### config.mk
export PLATFORM = sky130hd
export DESIGN_NAME = multicore_mem_ctrl
export DESIGN_NICKNAME = d
export VERILOG_FILES = /design/src/rtl/multicore_mem_ctrl.sv
export SDC_FILE = /design/constraint.sdc
export NUM_CORES = 1
export LEC_CHECK = 0
export CORE_UTILIZATION = 42
export DETAILED_ROUTE_END_ITERATION = 8
export PLACE_DENSITY = 0.91
export SETUP_SLACK_MARGIN = 0.02
export SLEW_MARGIN = 40
export SYNTH_ARGS = -nofsm -noshare
export SYNTH_HDL_FRONTEND = slang
export SYNTH_SLANG_ARGS = --single-unit
### constraint.sdc
create_clock -name clock -period 3.49 [get_ports clock]
set_input_delay 0.698 -clock clock [delete_from_list [all_inputs] [get_ports clock]]
set_output_delay 0.698 -clock clock [all_outputs]
set_load 0.05 [all_outputs]
### src/rtl/multicore_mem_ctrl.sv
// Shared DRAM controller: round-robin core arbitration plus an external IRAM/DRAM loader port.
// Define MEMCTRL_STATS_EN to add the stall_cnt/stall_clr core-stall counter.
module multicore_mem_ctrl #(
    parameter int N_CORES = 4,
    parameter int DATA_W  = 16,
    parameter int ADDR_W  = 9,
    parameter int RD_LAT  = 1
) (
    input  logic                        clock,
    input  logic                        rst_n,
    input  logic [1:0]                  ext_mode,
    input  logic [ADDR_W-1:0]           ext_addr,
    input  logic [DATA_W-1:0]           ext_data,
    input  logic                        ext_valid,
    output logic                        ext_ready,
    output logic [DATA_W-1:0]           ext_rdata,
    output logic                        ext_rvalid,
    input  logic [N_CORES-1:0]          core_req,
    input  logic [N_CORES-1:0]          core_we,
    input  logic [N_CORES*ADDR_W-1:0]   core_addr,
    input  logic [N_CORES*DATA_W-1:0]   core_wdata,
    output logic [N_CORES-1:0]          core_gnt,
    output logic [DATA_W-1:0]           core_rdata,
    output logic [N_CORES-1:0]          core_rvalid,
    output logic [ADDR_W-1:0]           iram_addr,
    output logic                        iram_we,
    output logic [DATA_W-1:0]           iram_wdata,
    output logic [ADDR_W-1:0]           dram_addr,
    output logic                        dram_we,
    output logic                        dram_re,
    output logic [DATA_W-1:0]           dram_wdata,
    input  logic [DATA_W-1:0]           dram_rdata,
`ifdef MEMCTRL_STATS_EN
    input  logic                        stall_clr,
    output logic [15:0]                 stall_cnt,
`endif
    output logic                        busy
);

    localparam int IDX_W = (N_CORES > 1) ? $clog2(N_CORES) : 1;
    localparam logic [N_CORES-1:0] ONE_HOT0 = N_CORES'(1);

    typedef enum logic [2:0] {
        IDLE, CORE_WR, CORE_RD, RD_WAIT, EXT_ACC, EXT_RD_WAIT
    } state_t;

    state_t              state;
    logic [IDX_W-1:0]    rr_ptr;
    logic [IDX_W-1:0]    owner;
    logic [IDX_W-1:0]    winner;
    logic                found;
    logic [ADDR_W-1:0]   acc_addr;
    logic [DATA_W-1:0]   acc_data;
    logic [1:0]          acc_mode;
    logic [1:0]          wait_cnt;
    logic [ADDR_W-1:0]   sel_addr;
    logic [DATA_W-1:0]   sel_data;
    logic                sel_we;

    // Core handshake: a core holds core_req and operands until it sees its one-cycle
    // core_gnt; a request still high after the grant is arbitrated as a new one.
    always_comb begin : rr_search
        int j;
        j      = 0;
        winner = '0;
        found  = 1'b0;
        for (int i = 0; i < N_CORES; i++) begin
            j = int'(rr_ptr) + i;
            if (j >= N_CORES) j = j - N_CORES;
            if (!found && core_req[IDX_W'(j)]) begin
                found  = 1'b1;
                winner = IDX_W'(j);
            end
        end
    end

    always_comb begin
        sel_addr = '0;
        sel_data = '0;
        sel_we   = 1'b0;
        for (int i = 0; i < N_CORES; i++) begin
            if (winner == IDX_W'(i)) begin
                sel_addr = core_addr[i*ADDR_W +: ADDR_W];
                sel_data = core_wdata[i*DATA_W +: DATA_W];
                sel_we   = core_we[i];
            end
        end
    end

    always_ff @(posedge clock or negedge rst_n) begin
        if (!rst_n) begin
            state       <= IDLE;
            rr_ptr      <= '0;
            owner       <= '0;
            acc_addr    <= '0;
            acc_data    <= '0;
            acc_mode    <= 2'b00;
            wait_cnt    <= 2'd0;
            ext_ready   <= 1'b0;
            ext_rvalid  <= 1'b0;
            core_gnt    <= '0;
            core_rvalid <= '0;
            iram_addr   <= '0;
            iram_we     <= 1'b0;
            iram_wdata  <= '0;
            dram_addr   <= '0;
            dram_we     <= 1'b0;
            dram_re     <= 1'b0;
            dram_wdata  <= '0;
        end else begin
            ext_ready   <= 1'b0;
            ext_rvalid  <= 1'b0;
            core_gnt    <= '0;
            core_rvalid <= '0;
            iram_we     <= 1'b0;
            dram_we     <= 1'b0;
            dram_re     <= 1'b0;
            case (state)
                IDLE: begin
                    if (ext_mode != 2'b00) begin
                        if (ext_valid) begin
                            ext_ready <= 1'b1;
                            acc_addr  <= ext_addr;
                            acc_data  <= ext_data;
                            acc_mode  <= ext_mode;
                            state     <= EXT_ACC;
                        end
                    end else if (found) begin
                        core_gnt <= ONE_HOT0 << winner;
                        owner    <= winner;
                        acc_addr <= sel_addr;
                        acc_data <= sel_data;
                        rr_ptr   <= (winner == IDX_W'(N_CORES - 1)) ? '0 : winner + IDX_W'(1);
                        state    <= sel_we ? CORE_WR : CORE_RD;
                    end
                end
                CORE_WR: begin
                    dram_we    <= 1'b1;
                    dram_addr  <= acc_addr;
                    dram_wdata <= acc_data;
                    state      <= IDLE;
                end
                CORE_RD: begin
                    dram_re   <= 1'b1;
                    dram_addr <= acc_addr;
                    wait_cnt  <= 2'(RD_LAT - 1);
                    state     <= RD_WAIT;
                end
                RD_WAIT: begin
                    if (wait_cnt == 2'd0) begin
                        core_rvalid <= ONE_HOT0 << owner;
                        state       <= IDLE;
                    end else begin
                        wait_cnt <= wait_cnt - 2'd1;
                    end
                end
                EXT_ACC: begin
                    case (acc_mode)
                        2'b01: begin
                            iram_we    <= 1'b1;
                            iram_addr  <= acc_addr;
                            iram_wdata <= acc_data;
                            state      <= IDLE;
                        end
                        2'b10: begin
                            dram_we    <= 1'b1;
                            dram_addr  <= acc_addr;
                            dram_wdata <= acc_data;
                            state      <= IDLE;
                        end
                        default: begin
                            dram_re   <= 1'b1;
                            dram_addr <= acc_addr;
                            wait_cnt  <= 2'(RD_LAT - 1);
                            state     <= EXT_RD_WAIT;
                        end
                    endcase
                end
                EXT_RD_WAIT: begin
                    if (wait_cnt == 2'd0) begin
                        ext_rvalid <= 1'b1;
                        state      <= IDLE;
                    end else begin
                        wait_cnt <= wait_cnt - 2'd1;
                    end
                end
                default: state <= IDLE;
            endcase
        end
    end

    // Read data is forwarded from the RAM only while the matching valid strobe is high.
    assign core_rdata = (|core_rvalid) ? dram_rdata : '0;
    assign ext_rdata  = ext_rvalid ? dram_rdata : '0;
    assign busy       = (state != IDLE);

`ifdef MEMCTRL_STATS_EN
    always_ff @(posedge clock or negedge rst_n) begin
        if (!rst_n) begin
            stall_cnt <= 16'd0;
        end else if (stall_clr) begin
            stall_cnt <= 16'd0;
        end else if ((|core_req) && !(|core_gnt) && (stall_cnt != 16'hFFFF)) begin
            stall_cnt <= stall_cnt + 16'd1;
        end
    end
`endif

endmodule

==> reports/qor.yml <==
n_antenna_cell: 0
share_comb_of_total_power_pct: 56.8
rsz0062_at_grt: "no"
grt_usage_pct: 28.7
clock-skew-final_ps: 5.64
firstDrtPassIters: 8
required_ps: 3740
critPathArrivalTime_ps: 3320
cts_hold_buf: 0
grt_max_degree: 54
worst_pin_slew_ps: 789
drt_iter0_drc: 502
ys_seq_area_share_pct: 46.9
cts_max_path_buffers: 2
synth_area_leaders: "dfrtp_1, mux2_2, a21oi_1, a221oi_1, nand2_1"
final_hold_viol_count: 0
p_clk_share_pct: 13.8
async_flop_share_pct: 100
antenna_found_initial: 0
fin_nets: 941
grt_pass1_vias: 5029
min_period_ps: 3060
ant_nets: 0
drcViolationCount: 0
yosys.area.top_type_share_pct: 46.9
setup_violations: 0
setup_tns_ps: 0
p_int_uw: 3650
fin_crit_sh_pct: 87.8
seqPwrFrac_pct: 29.4
hold_path_class: "in2async"
die_y_microns: 114
setup.worst_path.start_class: "input port"
nFillCells: 928
power_uw: 6840
r2r_slack_ps: 840
numCtsBuffers: 9
leakagePower_uw: 0.00343
synth-main-ff-cell: "dfrtp_1"
crit_path_max_fanout: 18
syn-num-nets: 705
dieArea_sq_um: 13000
max-cap-violations: 0
peakVddDrop_mv: 0.574
postCtsSetupBuffers: 0
wl_met3_microns: 1270
p_per_area_nw_per_um2: 831
drv_slew: 0
multiInputGateArea_sq_um: 2460
status: "complete, no violations"
cts.sinks: 99
timing.fmax_ghz: 0.326
worstSetupPathType: "in2reg"
cts-root-buf: "clkbuf_16"
dp_hpwl_microns: 14300
drive_gt1_share_pct: 12.5
coreArea_sq_um: 12100
htree_levels: 3
clkLatencyLatePin_ps: 350
via_per_inst: 5.46
avgRoutedWirePerCell_microns: 19.8
dr_wl_met2_microns: 9640
switchingPower_uw: 3190
synth_cell_types: 45
cts_tree: "yes"
synth_area_leader_cell: "dfrtp_1"
grt_pass1_wl_microns: 28300
netlist_area_sq_um: 5280
area_growth_pct: 55.8
vias: 5208
regToRegStartpoint: "rr_ptr[1]$_DFFE_PN0P_"
r2r_end: "acc_addr[7]$_DFFE_PN0P_"
fin_ws_ps: 427
io_buffers: 249
finalWirelength_microns: 18900
endpoint: "acc_data[12]$_DFFE_PN0P_"
cp-startpoint: "core_req[0]"
top_layer_used: "met4"
row_count: 40
die_w_microns: 114
place_congestion: 0.984
wl_met1_microns: 7510
end_kind: "flip-flop"
synth.avg_cell_area_sq_um: 9.71
rr_worst_depth: 10
postSynthCellCount: 544
utilization_pct: 68.0
swShare_pct: 46.6
overflow: 0
regArea_sq_um: 2480
start_util_pct: 43.6
postCtsResizedCells: 0
worst_hold_slack_ps: 265
post-place-ws_ps: 132
ys_warn_count: 0
slew_headroom_pct: 47.4
synth_edf_count: 0
path_clk_slew_ps: 70
pin_count: 250
synth-seq-cells: 99
-- cell usage after synthesis, types with 3 or more instances --
| cell | n |
|---|---|
| nand2_1 | 56 |
| inv_1 | 39 |
| o31ai_1 | 25 |
| nor4_1 | 3 |
| and2_1 | 20 |
| dfrtp_1 | 99 |
| nor2_1 | 32 |
| clkbuf_1 | 25 |
| nand2b_1 | 4 |
| a221oi_1 | 25 |
| a21oi_1 | 59 |
| buf_6 | 6 |
| mux2_2 | 52 |
| nor2b_1 | 17 |
| buf_4 | 5 |
| ha_1 | 7 |
| o21ai_0 | 32 |
-- per-layer routing --
| layer | vias up | global-route usage [%] |
|---|---|---|
| li1 | 2370 | - |
| met1 | 2549 | 36.7 |
| met2 | 260 | 49.2 |
| met3 | 29 | 5.82 |
| met4 | 0 | 8.92 |
| met5 | - | 0 |
-- per-stage QoR --
stage | instance area, sq um | cells
2_1_floorplan | 5280 | 544
3_3_place_gp | 7950 | 937
3_5_place_dp | 7950 | 937
4_1_cts | 8230 | 953
5_1_grt | 8230 | 953
6_report | 8230 | 953
-- power groups by stage --
| stage | clock network (uW) | logic (uW) | registers [uW] |
|---|---|---|---|
| 6_report | 945 | 3890 | 2010 |
| 5_1_grt | 997 | 4100 | 2050 |
| 2_1_floorplan | 0 | 1580 | 2910 |
| 4_1_cts | 956 | 3880 | 2000 |
| 3_5_place_dp | 0 | 3870 | 2010 |
| 3_3_place_gp | 0 | 3750 | 1970 |
-- layout make-up --
class | instances | area share [%]
Clock inverter | 5 | 0.441
Tap cell | 168 | 2.55
Inverter | 39 | 1.78
Clock buffer | 11 | 2.95
Sequential cell | 99 | 30.1
Timing Repair Buffer | 265 | 32.3
Multi-Input combinational cell | 366 | 29.9
-- worst min path at each step --
stage / startpoint / endpoint / slack [ps] / cells after the start
5_1_grt: rst_n / iram_wdata[5]$_DFFE_PN0P_ / 280 / 1
3_5_place_dp: wait_cnt[1]$_DFFE_PN0P_ / wait_cnt[1]$_DFFE_PN0P_ / 480 / 1
6_report: rst_n / dram_wdata[15]$_DFFE_PN0P_ / 270 / 1
3_3_place_gp: acc_data[2]$_DFFE_PN0P_ / acc_data[2]$_DFFE_PN0P_ / 470 / 2
2_1_floorplan: rst_n / acc_addr[0]$_DFFE_PN0P_ / 400 / 0
4_1_cts: rst_n / acc_data[1]$_DFFE_PN0P_ / 260 / 1
-- cells in the final DEF, fill, tap and decap left out, types with 4 or more instances in the layout --
master and count:
dfrtp_1 99, clkbuf_16 9, o31ai_1 25, o21ai_0 32, nor2_1 31, nor2b_1 17
nand2b_1 4, nand2_1 56, buf_12 4, mux2_2 52, ha_1 4, a221oi_1 25
inv_1 39, a21oi_1 59, and2_1 20, buf_4 13, clkdlybuf4s50_1 248
-- logic make-up (layout without fill, tap and decap cells) --
kind of cell,count (synthesis),in the layout,synth area share [%]
buf+inv,79,320,6.87
fa+ha+maj,7,7,1.66
flops,99,99,46.9
compound gates,154,154,18.6
simple gates,152,152,14.7
mux,53,53,11.3
-- critical path, stage by stage --
cell             delay [ps]
clkdlybuf4s50_1         570
a21oi_1                  90
o21ai_0                 120
o2bb2a_1                290
inv_1                   120
ha_1                    320
buf_4                   320
nand2_1                 100
o21ai_0                 250
a221oi_1                160
o31ai_1                 270
-- state kept, by name, summed over array words and instances, names as in the netlist, 3 cells and up --
| signal | count |
|---|---|
| dram_wdata | 16 |
| iram_wdata | 16 |
| state | 3 |
| acc_addr | 9 |
| iram_addr | 9 |
| core_rvalid | 4 |
| dram_addr | 9 |
| acc_data | 16 |
| core_gnt | 4 |
Power figures use the tool's default switching activity.
